--- src/rtl/memory_arbiter_fsm_if.sv ---
// rtl/memory_arbiter_fsm_if.sv - shared types and core/RAM bus interface for memory_arbiter_fsm
package memory_arbiter_fsm_pkg;
  typedef enum logic [1:0] {FREE = 2'd0, BUSY = 2'd1, ACCESS = 2'd2, ERROR = 2'd3} ramstate_t;
  typedef enum logic [1:0] {IFETCH = 2'd0, DREAD = 2'd1, DWRITE = 2'd2} kind_e;
endpackage

interface memory_arbiter_fsm_if
  import memory_arbiter_fsm_pkg::*;
#(
  parameter int CPUS = 2
);
  logic [CPUS-1:0]       iREN;
  logic [CPUS-1:0][31:0] iaddr;
  logic [CPUS-1:0]       dREN;
  logic [CPUS-1:0]       dWEN;
  logic [CPUS-1:0][31:0] daddr;
  logic [CPUS-1:0][31:0] dstore;
  logic [31:0]           ramload;
  ramstate_t             ramstate;
  logic                  ramREN;
  logic                  ramWEN;
  logic [31:0]           ramaddr;
  logic [31:0]           ramstore;
  logic [CPUS-1:0]       iwait;
  logic [CPUS-1:0]       dwait;
  logic [CPUS-1:0][31:0] iload;
  logic [CPUS-1:0][31:0] dload;

  modport master (
    input  iREN, iaddr, dREN, dWEN, daddr, dstore, ramload, ramstate,
    output ramREN, ramWEN, ramaddr, ramstore, iwait, dwait, iload, dload
  );

  modport slave (
    output iREN, iaddr, dREN, dWEN, daddr, dstore, ramload, ramstate,
    input  ramREN, ramWEN, ramaddr, ramstore, iwait, dwait, iload, dload
  );
endinterface

--- src/rtl/memory_arbiter_fsm.sv ---
// rtl/memory_arbiter_fsm.sv - IDLE/GRANT arbiter sharing one RAM among CPUS cores
// ARB_ROUNDROBIN_EN selects round-robin core selection; undefined gives fixed priority.
module memory_arbiter_fsm
  import memory_arbiter_fsm_pkg::*;
#(
  parameter int CPUS = 2
) (
  input  logic                 CLK,
  input  logic                 nRST,
  memory_arbiter_fsm_if.master bus
);

  localparam int IW = (CPUS > 1) ? $clog2(CPUS) : 1;

  typedef enum logic {IDLE, GRANT} state_e;

  state_e          state_q, state_d;
  logic [IW-1:0]   gidx_q, gidx_d;
  kind_e           gkind_q, gkind_d;
  logic [IW-1:0]   base;
  logic [IW-1:0]   cand;
  logic [IW-1:0]   sel_idx;
  logic            sel_found;
  kind_e           sel_kind;
  logic            req_active;
  logic            ram_ren, ram_wen;
  logic [31:0]     ram_addr, ram_store;
  logic [CPUS-1:0] iwait, dwait;

`ifdef ARB_ROUNDROBIN_EN
  logic [IW-1:0] rrptr_q, rrptr_d;
  assign base = rrptr_q;
`else
  assign base = '0;
`endif

  // Scan from base upward; within a core, writes beat data reads beat fetches.
  always_comb begin
    sel_found = 1'b0;
    sel_idx   = '0;
    sel_kind  = IFETCH;
    cand      = '0;
    for (int k = 0; k < CPUS; k++) begin
      cand = IW'((int'(base) + k) % CPUS);
      if (!sel_found && (bus.dWEN[cand] || bus.dREN[cand] || bus.iREN[cand])) begin
        sel_found = 1'b1;
        sel_idx   = cand;
        sel_kind  = bus.dWEN[cand] ? DWRITE : (bus.dREN[cand] ? DREAD : IFETCH);
      end
    end
  end

  always_comb begin
    case (gkind_q)
      DWRITE:  req_active = bus.dWEN[gidx_q];
      DREAD:   req_active = bus.dREN[gidx_q];
      IFETCH:  req_active = bus.iREN[gidx_q];
      default: req_active = 1'b0;
    endcase
  end

  always_comb begin
    state_d   = state_q;
    gidx_d    = gidx_q;
    gkind_d   = gkind_q;
`ifdef ARB_ROUNDROBIN_EN
    rrptr_d   = rrptr_q;
`endif
    ram_ren   = 1'b0;
    ram_wen   = 1'b0;
    ram_addr  = '0;
    ram_store = '0;
    iwait     = '1;
    dwait     = '1;
    case (state_q)
      IDLE: begin
        if (sel_found) begin
          state_d = GRANT;
          gidx_d  = sel_idx;
          gkind_d = sel_kind;
        end
      end
      GRANT: begin
        // A dropped request abandons the grant without touching the RAM.
        if (!req_active) begin
          state_d = IDLE;
        end else begin
          case (gkind_q)
            DWRITE: begin
              ram_wen   = 1'b1;
              ram_addr  = bus.daddr[gidx_q];
              ram_store = bus.dstore[gidx_q];
            end
            DREAD: begin
              ram_ren  = 1'b1;
              ram_addr = bus.daddr[gidx_q];
            end
            IFETCH: begin
              ram_ren  = 1'b1;
              ram_addr = bus.iaddr[gidx_q];
            end
            default: ;
          endcase
          if (bus.ramstate == ACCESS) begin
            if (gkind_q == IFETCH) iwait[gidx_q] = 1'b0;
            else                   dwait[gidx_q] = 1'b0;
            state_d = IDLE;
`ifdef ARB_ROUNDROBIN_EN
            rrptr_d = IW'((int'(gidx_q) + 1) % CPUS);
`endif
          end
        end
      end
      default: state_d = IDLE;
    endcase
  end

  always_ff @(posedge CLK) begin
    if (!nRST) begin
      state_q <= IDLE;
      gidx_q  <= '0;
      gkind_q <= IFETCH;
`ifdef ARB_ROUNDROBIN_EN
      rrptr_q <= '0;
`endif
    end else begin
      state_q <= state_d;
      gidx_q  <= gidx_d;
      gkind_q <= gkind_d;
`ifdef ARB_ROUNDROBIN_EN
      rrptr_q <= rrptr_d;
`endif
    end
  end

  assign bus.ramREN   = ram_ren;
  assign bus.ramWEN   = ram_wen;
  assign bus.ramaddr  = ram_addr;
  assign bus.ramstore = ram_store;
  assign bus.iwait    = iwait;
  assign bus.dwait    = dwait;
  assign bus.iload    = {CPUS{bus.ramload}};
  assign bus.dload    = {CPUS{bus.ramload}};

endmodule

--- src/flat_wrapper.sv ---
// flat-port wrapper written by rule: the top's interface ports become plain ports
module memory_arbiter_fsm_flat import memory_arbiter_fsm_pkg::*;
#(
  parameter int CPUS = 2
)
  (CLK, nRST, bus_iREN, bus_iaddr, bus_dREN, bus_dWEN, bus_daddr, bus_dstore, bus_ramload, bus_ramstate, bus_ramREN, bus_ramWEN, bus_ramaddr, bus_ramstore, bus_iwait, bus_dwait, bus_iload, bus_dload);
  memory_arbiter_fsm_if #(.CPUS(CPUS)) bus_i ();
  input  logic CLK;
  input  logic nRST;
  input wire logic [$bits(bus_i.iREN)-1:0] bus_iREN;
  input wire logic [$bits(bus_i.iaddr)-1:0] bus_iaddr;
  input wire logic [$bits(bus_i.dREN)-1:0] bus_dREN;
  input wire logic [$bits(bus_i.dWEN)-1:0] bus_dWEN;
  input wire logic [$bits(bus_i.daddr)-1:0] bus_daddr;
  input wire logic [$bits(bus_i.dstore)-1:0] bus_dstore;
  input wire logic [$bits(bus_i.ramload)-1:0] bus_ramload;
  input wire logic [$bits(bus_i.ramstate)-1:0] bus_ramstate;
  output wire logic [$bits(bus_i.ramREN)-1:0] bus_ramREN;
  output wire logic [$bits(bus_i.ramWEN)-1:0] bus_ramWEN;
  output wire logic [$bits(bus_i.ramaddr)-1:0] bus_ramaddr;
  output wire logic [$bits(bus_i.ramstore)-1:0] bus_ramstore;
  output wire logic [$bits(bus_i.iwait)-1:0] bus_iwait;
  output wire logic [$bits(bus_i.dwait)-1:0] bus_dwait;
  output wire logic [$bits(bus_i.iload)-1:0] bus_iload;
  output wire logic [$bits(bus_i.dload)-1:0] bus_dload;
  assign bus_i.iREN = bus_iREN;
  assign bus_i.iaddr = bus_iaddr;
  assign bus_i.dREN = bus_dREN;
  assign bus_i.dWEN = bus_dWEN;
  assign bus_i.daddr = bus_daddr;
  assign bus_i.dstore = bus_dstore;
  assign bus_i.ramload = bus_ramload;
  assign bus_i.ramstate = bus_ramstate;
  assign bus_ramREN = bus_i.ramREN;
  assign bus_ramWEN = bus_i.ramWEN;
  assign bus_ramaddr = bus_i.ramaddr;
  assign bus_ramstore = bus_i.ramstore;
  assign bus_iwait = bus_i.iwait;
  assign bus_dwait = bus_i.dwait;
  assign bus_iload = bus_i.iload;
  assign bus_dload = bus_i.dload;
  memory_arbiter_fsm #(.CPUS(CPUS)) u_core (.CLK(CLK), .nRST(nRST), .bus(bus_i));
endmodule
--- config.mk ---
export PLATFORM = sky130hd
export DESIGN_NAME = memory_arbiter_fsm_flat
export DESIGN_NICKNAME = d
export VERILOG_FILES = /design/src/rtl/memory_arbiter_fsm_if.sv /design/src/rtl/memory_arbiter_fsm.sv /design/src/flat_wrapper.sv
export SDC_FILE = /design/constraint.sdc
export NUM_CORES = 1
export LEC_CHECK = 0
export BUFFER_PORTS_ARGS = -buffer_cell sky130_fd_sc_hd__buf_2
export CORE_AREA = 5 5 165 167
export CTS_BUF_LIST = sky130_fd_sc_hd__clkbuf_4 sky130_fd_sc_hd__clkbuf_8
export DETAILED_ROUTE_END_ITERATION = 10
export DIE_AREA = 0 0 170 172
export SYNTH_ARGS = -nofsm -noshare
export SYNTH_HDL_FRONTEND = slang
export SYNTH_SLANG_ARGS = --single-unit
--- constraint.sdc ---
create_clock -name CLK -period 5.6 [get_ports CLK]
set_clock_uncertainty 0.2 [all_clocks]
set_input_delay 0.84 -clock CLK [delete_from_list [all_inputs] [get_ports CLK]]
set_output_delay 0.84 -clock CLK [all_outputs]
set_load 0.03 [all_outputs]
* Word level (Yosys, flattened, before mapping)
Index checks and enable logic that the tools add are counted.
** Storage, ports and cells
- Flip-flop bits (word level) :: 4
- Bits in latches :: 0
- RAM bits :: 0
- Memory bits (read-only) :: 0
- Input port bits :: 234
- Word-level logic and storage cells :: 69
- Memories :: 0
** Cells by class
- Add/subtract/negate cells :: 0
- Multipliers :: 0
- Div/mod/pow operators :: 0
- Magnitude comparators :: 2
- Equality and inequality tests :: 3
- Shift-type cells :: 0
- Multiplexer cells :: 48
- Bitwise logic cells :: 2
- Reductions and logical operators :: 11
** Operators with widths (count)
- 32-bit two-way mux :: 11
- 32-bit case mux with 2 select lines :: 1
- 2-bit two-way mux :: 12
- 1-bit two-way mux :: 21
- 2-bit == test, second input constant :: 2
- 1-bit logical OR :: 4
- 2-bit OR reduction :: 2
- 1-bit case mux with 3 select lines :: 1
- 2-bit by 1-bit == test with 1-bit output, second input constant :: 1
- 1-bit logical AND :: 2
- 2-bit logical NOT :: 1
- 1-bit by 2-bit < comparator with 1-bit output, second input constant :: 1
- 2-bit NOT :: 1
- 1-bit case mux with 2 select lines :: 1
- 2-bit AND reduction :: 1
- 1-bit demux with 1-bit select :: 1
- 1-bit >= comparator, second input constant :: 1
- 1-bit logical NOT :: 1
- 1-bit NOT :: 1

* Depth between registers and ports, before layout
- Word-level depth :: 9
- Mapped depth :: 7

* Worst setup path before layout
Ideal clock, no wire load.
- Kind :: input-to-output
- Start point :: input port bus_dWEN[1]
- End point :: output port bus_dwait[0]
- Arrival time :: 2.211 ns
- Slack :: 2.349 ns
- Stages :: 5
- Cells stage by stage :: mux2_1 a222oi_1 or3b_1 buf_4 or4_1
** On the way
- Word-level cells in the longest chain between the ends :: 5
** RTL lines
- from (decl) :: line flat_wrapper.sv:13 : input wire logic [$bits(bus_i.dWEN)-1:0] bus_dWEN;
- 1-bit two-way mux (not written as such) (2 in series) :: line memory_arbiter_fsm.sv:55 : DWRITE: req_active = bus.dWEN[gidx_q];
- 1-bit case mux with 3 select lines :: line memory_arbiter_fsm.sv:54 : case (gkind_q)
- 2-bit two-way mux :: line memory_arbiter_fsm.sv:85 : if (!req_active) begin
- 2-bit two-way mux :: line memory_arbiter_fsm.sv:75 : case (state_q)
- to (decl) :: line flat_wrapper.sv:23 : output wire logic [$bits(bus_i.dwait)-1:0] bus_dwait;
No other way between the ends. The select of a mux whose other input is x is not followed.

* Worst setup path in the final report
- Start point :: input port bus_dWEN[1]
- End point :: output port bus_ramstore[31]
** On the way
- Word-level cells in the longest chain between the ends :: 5
** RTL lines
- 1-bit two-way mux (not written as such) (2 in series) :: line memory_arbiter_fsm.sv:55
- 1-bit case mux with 3 select lines :: line memory_arbiter_fsm.sv:54
- 32-bit two-way mux :: line memory_arbiter_fsm.sv:85
- 32-bit two-way mux :: line memory_arbiter_fsm.sv:75
- to (decl) :: line flat_wrapper.sv:21 : output wire logic [$bits(bus_i.ramstore)-1:0] bus_ramstore;
No other way between the ends. The select of a mux whose other input is x is not followed.

==> results_tabular.tex <==
\begin{tabular}{lr}
\hline
Metric & Value \\
\hline
\multicolumn{2}{l}{\textbf{Outcome}} \\
Outcome & complete, no violations \\
\multicolumn{2}{l}{\textbf{Setup path}} \\
Path type of the worst setup path & input port to output pin \\
Crit path DAT & 3.04 ns \\
Data required time of the worst path & 4.56 ns \\
Nature of the critical path endpoint & output pin \\
Most numerous cell on the critical path & sky130\_fd\_sc\_hd\_\_buf\_2 \\
Buffers plus inverters on the worst setup path & 2 \\
Critical path launch point type & input port \\
Worst stage delay on the critical path & 0.95 ns \\
Reg2Reg Setup Slack & 2.95 ns \\
Family with the most delay on the worst path & simple AND/OR/NAND/NOR gates \\
Critical Path Fanout Max & 32 \\
Cells along the critical path & buf\_2 > mux2\_1 > a222oi\_1 > or3\_1 > nor2\_1 > buf\_2 \\
Standard cell with the maximum stage delay on the critical path & sky130\_fd\_sc\_hd\_\_or3\_1 \\
\multicolumn{2}{l}{\textbf{STA}} \\
Slew Viols, Final & 0 \\
Min Hold Slack & 0.320 ns \\
Count of endpoints failing hold in the final timing report & 0 \\
Setup TNS & 0 ns \\
Setup repair after global routing missed its margin & false \\
Max-slew headroom at the worst pin & 0.226 \\
Period utilization & 0.728 \\
Measured slew at the worst slew-check pin & 1.16 ns \\
Max Fclk & 0.245 GHz \\
Number of failing setup endpoints in the final timing report & 0 \\
Final worst path period need & 4.08 ns \\
\multicolumn{2}{l}{\textbf{Floorplan}} \\
CORE AREA & 25600 um2 \\
Number of cell rows & 59 \\
Floorplan die width & 170 um \\
Number of top-level pins & 432 \\
Height of the die & 172 um \\
Starting utilization of the core area & 0.115 \\
Total die area & 29200 um2 \\
\multicolumn{2}{l}{\textbf{Final layout}} \\
N\_diodes & 0 \\
Fraction of final layout cells sized beyond drive strength 1 & 0.576 \\
Non-filler instance count after layout & 882 \\
Layout overhead on the synthesized area & 26.2\% \\
Net total in the final layout & 786 \\
\multicolumn{2}{l}{\textbf{Placement}} \\
DP HPWL & 11800 um \\
\# port buffers & 271 \\
Placer Congestion & 0.822 \\
Cell count after placement & 878 \\
\multicolumn{2}{l}{\textbf{Power and ir drop}} \\
Sw power & 0.245 mW \\
Static Leak & 1.86 nW \\
Logic gate share of total power & 0.789 \\
Sequential share of power & 0.072 \\
Cell Pwr Density & 132 nW/um2 \\
Int Pwr & 0.248 mW \\
Sw Ratio & 0.497 \\
Maximum VDD drop & 0.0662 mV \\
Share of power burned in the clock network & 0.139 \\
\multicolumn{2}{l}{\textbf{Clocking}} \\
Insertion delay to the later sink of the worst-skew pair & 0.22 ns \\
Bufs on Longest Clock Path & 2 \\
Clock sink total & 4 \\
Clock buffer count from CTS & 3 \\
Cells resized by post-CTS repair & 0 \\
H-tree lvl count & 1 \\
Clock Root Buffer & sky130\_fd\_sc\_hd\_\_clkbuf\_8 \\
Number of hold-repair buffers added at the cts stage & 0 \\
Clock tree from TritonCTS & done \\
Clk slew on worst S/H paths & 0.03 ns \\
Number of buffers added for setup after CTS & 0 \\
\multicolumn{2}{l}{\textbf{Min path}} \\
Hold Path Class & flip-flop to flip-flop \\
\multicolumn{2}{l}{\textbf{Yosys}} \\
EDFF count, synth & 0 \\
Synthesis warning total & 0 \\
Most frequent cells after synthesis & 130 x sky130\_fd\_sc\_hd\_\_buf\_4, 101 x sky130\_fd\_sc\_hd\_\_nor2\_1, 64 x sky130\_fd\_sc\_hd\_\_mux2i\_1 \\
Share of async-settable or async-resettable flops after synthesis & 0 \\
Cell types with the largest area share after synthesis & sky130\_fd\_sc\_hd\_\_buf\_4 33\%, sky130\_fd\_sc\_hd\_\_mux2i\_1 22\%, sky130\_fd\_sc\_hd\_\_nor2\_1 13\% \\
Most used standard cell by instance count after synthesis & sky130\_fd\_sc\_hd\_\_buf\_4 \\
Fraction of synthesized cell area taken by the top area cell type & 0.330 \\
Main synth FF type & sky130\_fd\_sc\_hd\_\_dfxtp\_1 \\
Synthesized netlist net count & 660 \\
Flip-flop and latch count after synthesis & 4 \\
Sequential area share after synthesis & 0.0271 \\
Mean post-synth cell area & 7.00 um2 \\
Leading area contributor after synthesis & sky130\_fd\_sc\_hd\_\_buf\_4 \\
Post-Syn Instances & 422 \\
Combined area of all synthesized cells & 2950 um2 \\
Post-synthesis cell type count & 25 \\
\multicolumn{2}{l}{\textbf{Detailed routing}} \\
Average routed wire per standard cell & 15.4 um \\
DRC violation total after the first TritonRoute iteration & 93 \\
DRC violations left & 0 \\
Wire length on met3 & 2110 um \\
Total routed wirelength & 13600 um \\
Wire length on met2 & 6720 um \\
Metal1 wirelength & 4420 um \\
Highest metal layer used by the detailed router & met4 \\
Via density & 3.63 \\
Vias post-DR & 3202 \\
Detailed-routing iteration count for the pre-antenna-repair pass & 4 \\
Antenna viol nets, final & 0 \\
\multicolumn{2}{l}{\textbf{Global routing}} \\
Global-route wire length before repair & 18200 um \\
Maximum number of pins on one net before global-route repair & 61 \\
Initial antenna violation count & 0 \\
Via count of the first global-routing pass & 3092 \\
Overall routing resource usage & 0.0813 \\
Total gr overflow & 0 \\
\multicolumn{2}{l}{\textbf{Run}} \\
Max Cap Violations & 0 \\
\hline
\end{tabular}
-- cell usage in the layout (no fill, tap or decap), drive strengths merged --
| master | Yosys | layout |
|---|---|---|
| or4 | 2 | 2 |
| nor3 | 2 | 2 |
| dfxtp | 4 | 4 |
| inv | 5 | 5 |
| o221a | 1 | 1 |
| nand2 | 4 | 4 |
| a222oi | 1 | 1 |
| ha | 4 | 4 |
| nor2 | 101 | 101 |
| a21oi | 35 | 35 |
| nand2b | 2 | 2 |
| o211ai | 1 | 1 |
| or4b | 1 | 1 |
| clkbuf | 8 | 4 |
| or3b | 1 | 1 |
| or3 | 2 | 2 |
| nor3b | 1 | 1 |
| buf | 146 | 275 |
| mux2i | 64 | 64 |
| o21ai | 1 | 1 |
| a211oi | 1 | 1 |
| mux2 | 35 | 35 |
-- flip-flops by register name, summed over array words and instances, names as in the netlist --
| name | flops |
|---|---|
| u_core.state_q | 1 |
| u_core.gidx_q | 1 |
| u_core.gkind_q | 2 |
-- power groups by stage --
stage / clock network [mW] / logic (mW) / registers, mW
2_1_floorplan: 0 / 0.419 / 0.0342
3_3_place_gp: 0 / 0.393 / 0.0356
3_5_place_dp: 0 / 0.397 / 0.0359
4_1_cts: 0.0710 / 0.398 / 0.0355
5_1_grt: 0.0758 / 0.428 / 0.0361
6_report: 0.0686 / 0.390 / 0.0354
-- path summary, 6_finish.rpt --
check                                 startpoint                              to  depth (start not counted)
setup / recovery                     bus_dWEN[1]                bus_ramstore[31]                          6
hold / removal    u_core.gkind_q[0]$_SDFFE_PN0P_  u_core.gkind_q[0]$_SDFFE_PN0P_                          2
setup reg to reg  u_core.gkind_q[0]$_SDFFE_PN0P_       u_core.state_q$_SDFF_PN0_                          5
hold reg to reg   u_core.gkind_q[0]$_SDFFE_PN0P_  u_core.gkind_q[0]$_SDFFE_PN0P_                          2
-- final cells by class --
class / instances / area, um2
flip-flops and latches: 4 / 83.8
well taps: 335 / 419
clock buffers: 4 / 48.8
fillers: 2958 / 21900
multi-input cells: 259 / 1770
repair buffers: 275 / 1390
inverters: 5 / 18.8
-- worst reg2reg max path: cells and delay by family, from the launching register on --
family | cells | cell delay [ns]
AOI/OAI and AO/OA | 2 | 0.66
buffers and inverters | 1 | 0.08
adders and majority gates | 1 | 0.34
DFF | 1 | 0.37
and+or+nand+nor | 1 | 0.85
-- per-layer routing --
metal / GRT usage / up-vias
li1: - / 1526
met1: 0.0796 / 1364
met2: 0.154 / 285
met3: 0.0354 / 27
met4: 0.0253 / 0
met5: 0 / -
-- logic make-up after synthesis --
logic type	after synthesis	share of synthesized area
multiplexers	99	0.350
AO/OA/AOI/OAI	40	0.0733
adder cells (fa/ha/maj)	4	0.0169
buffers and inverters	159	0.373
flip-flops	4	0.0271
AND/OR/NAND/NOR	116	0.159
-- per-stage QoR --
step	setup WS [ns]	instance area, um2	util	power (mW)
detailed placement	1.54	3680	0.144	0.432
floorplan	2.35	2950	-	0.453
finish	1.52	3730	0.146	0.494
CTS	1.54	3730	0.146	0.504
global placement	1.59	3680	0.144	0.429
global route	1.39	3730	0.146	0.540
Note: power is estimated with default switching activity, not from simulation.
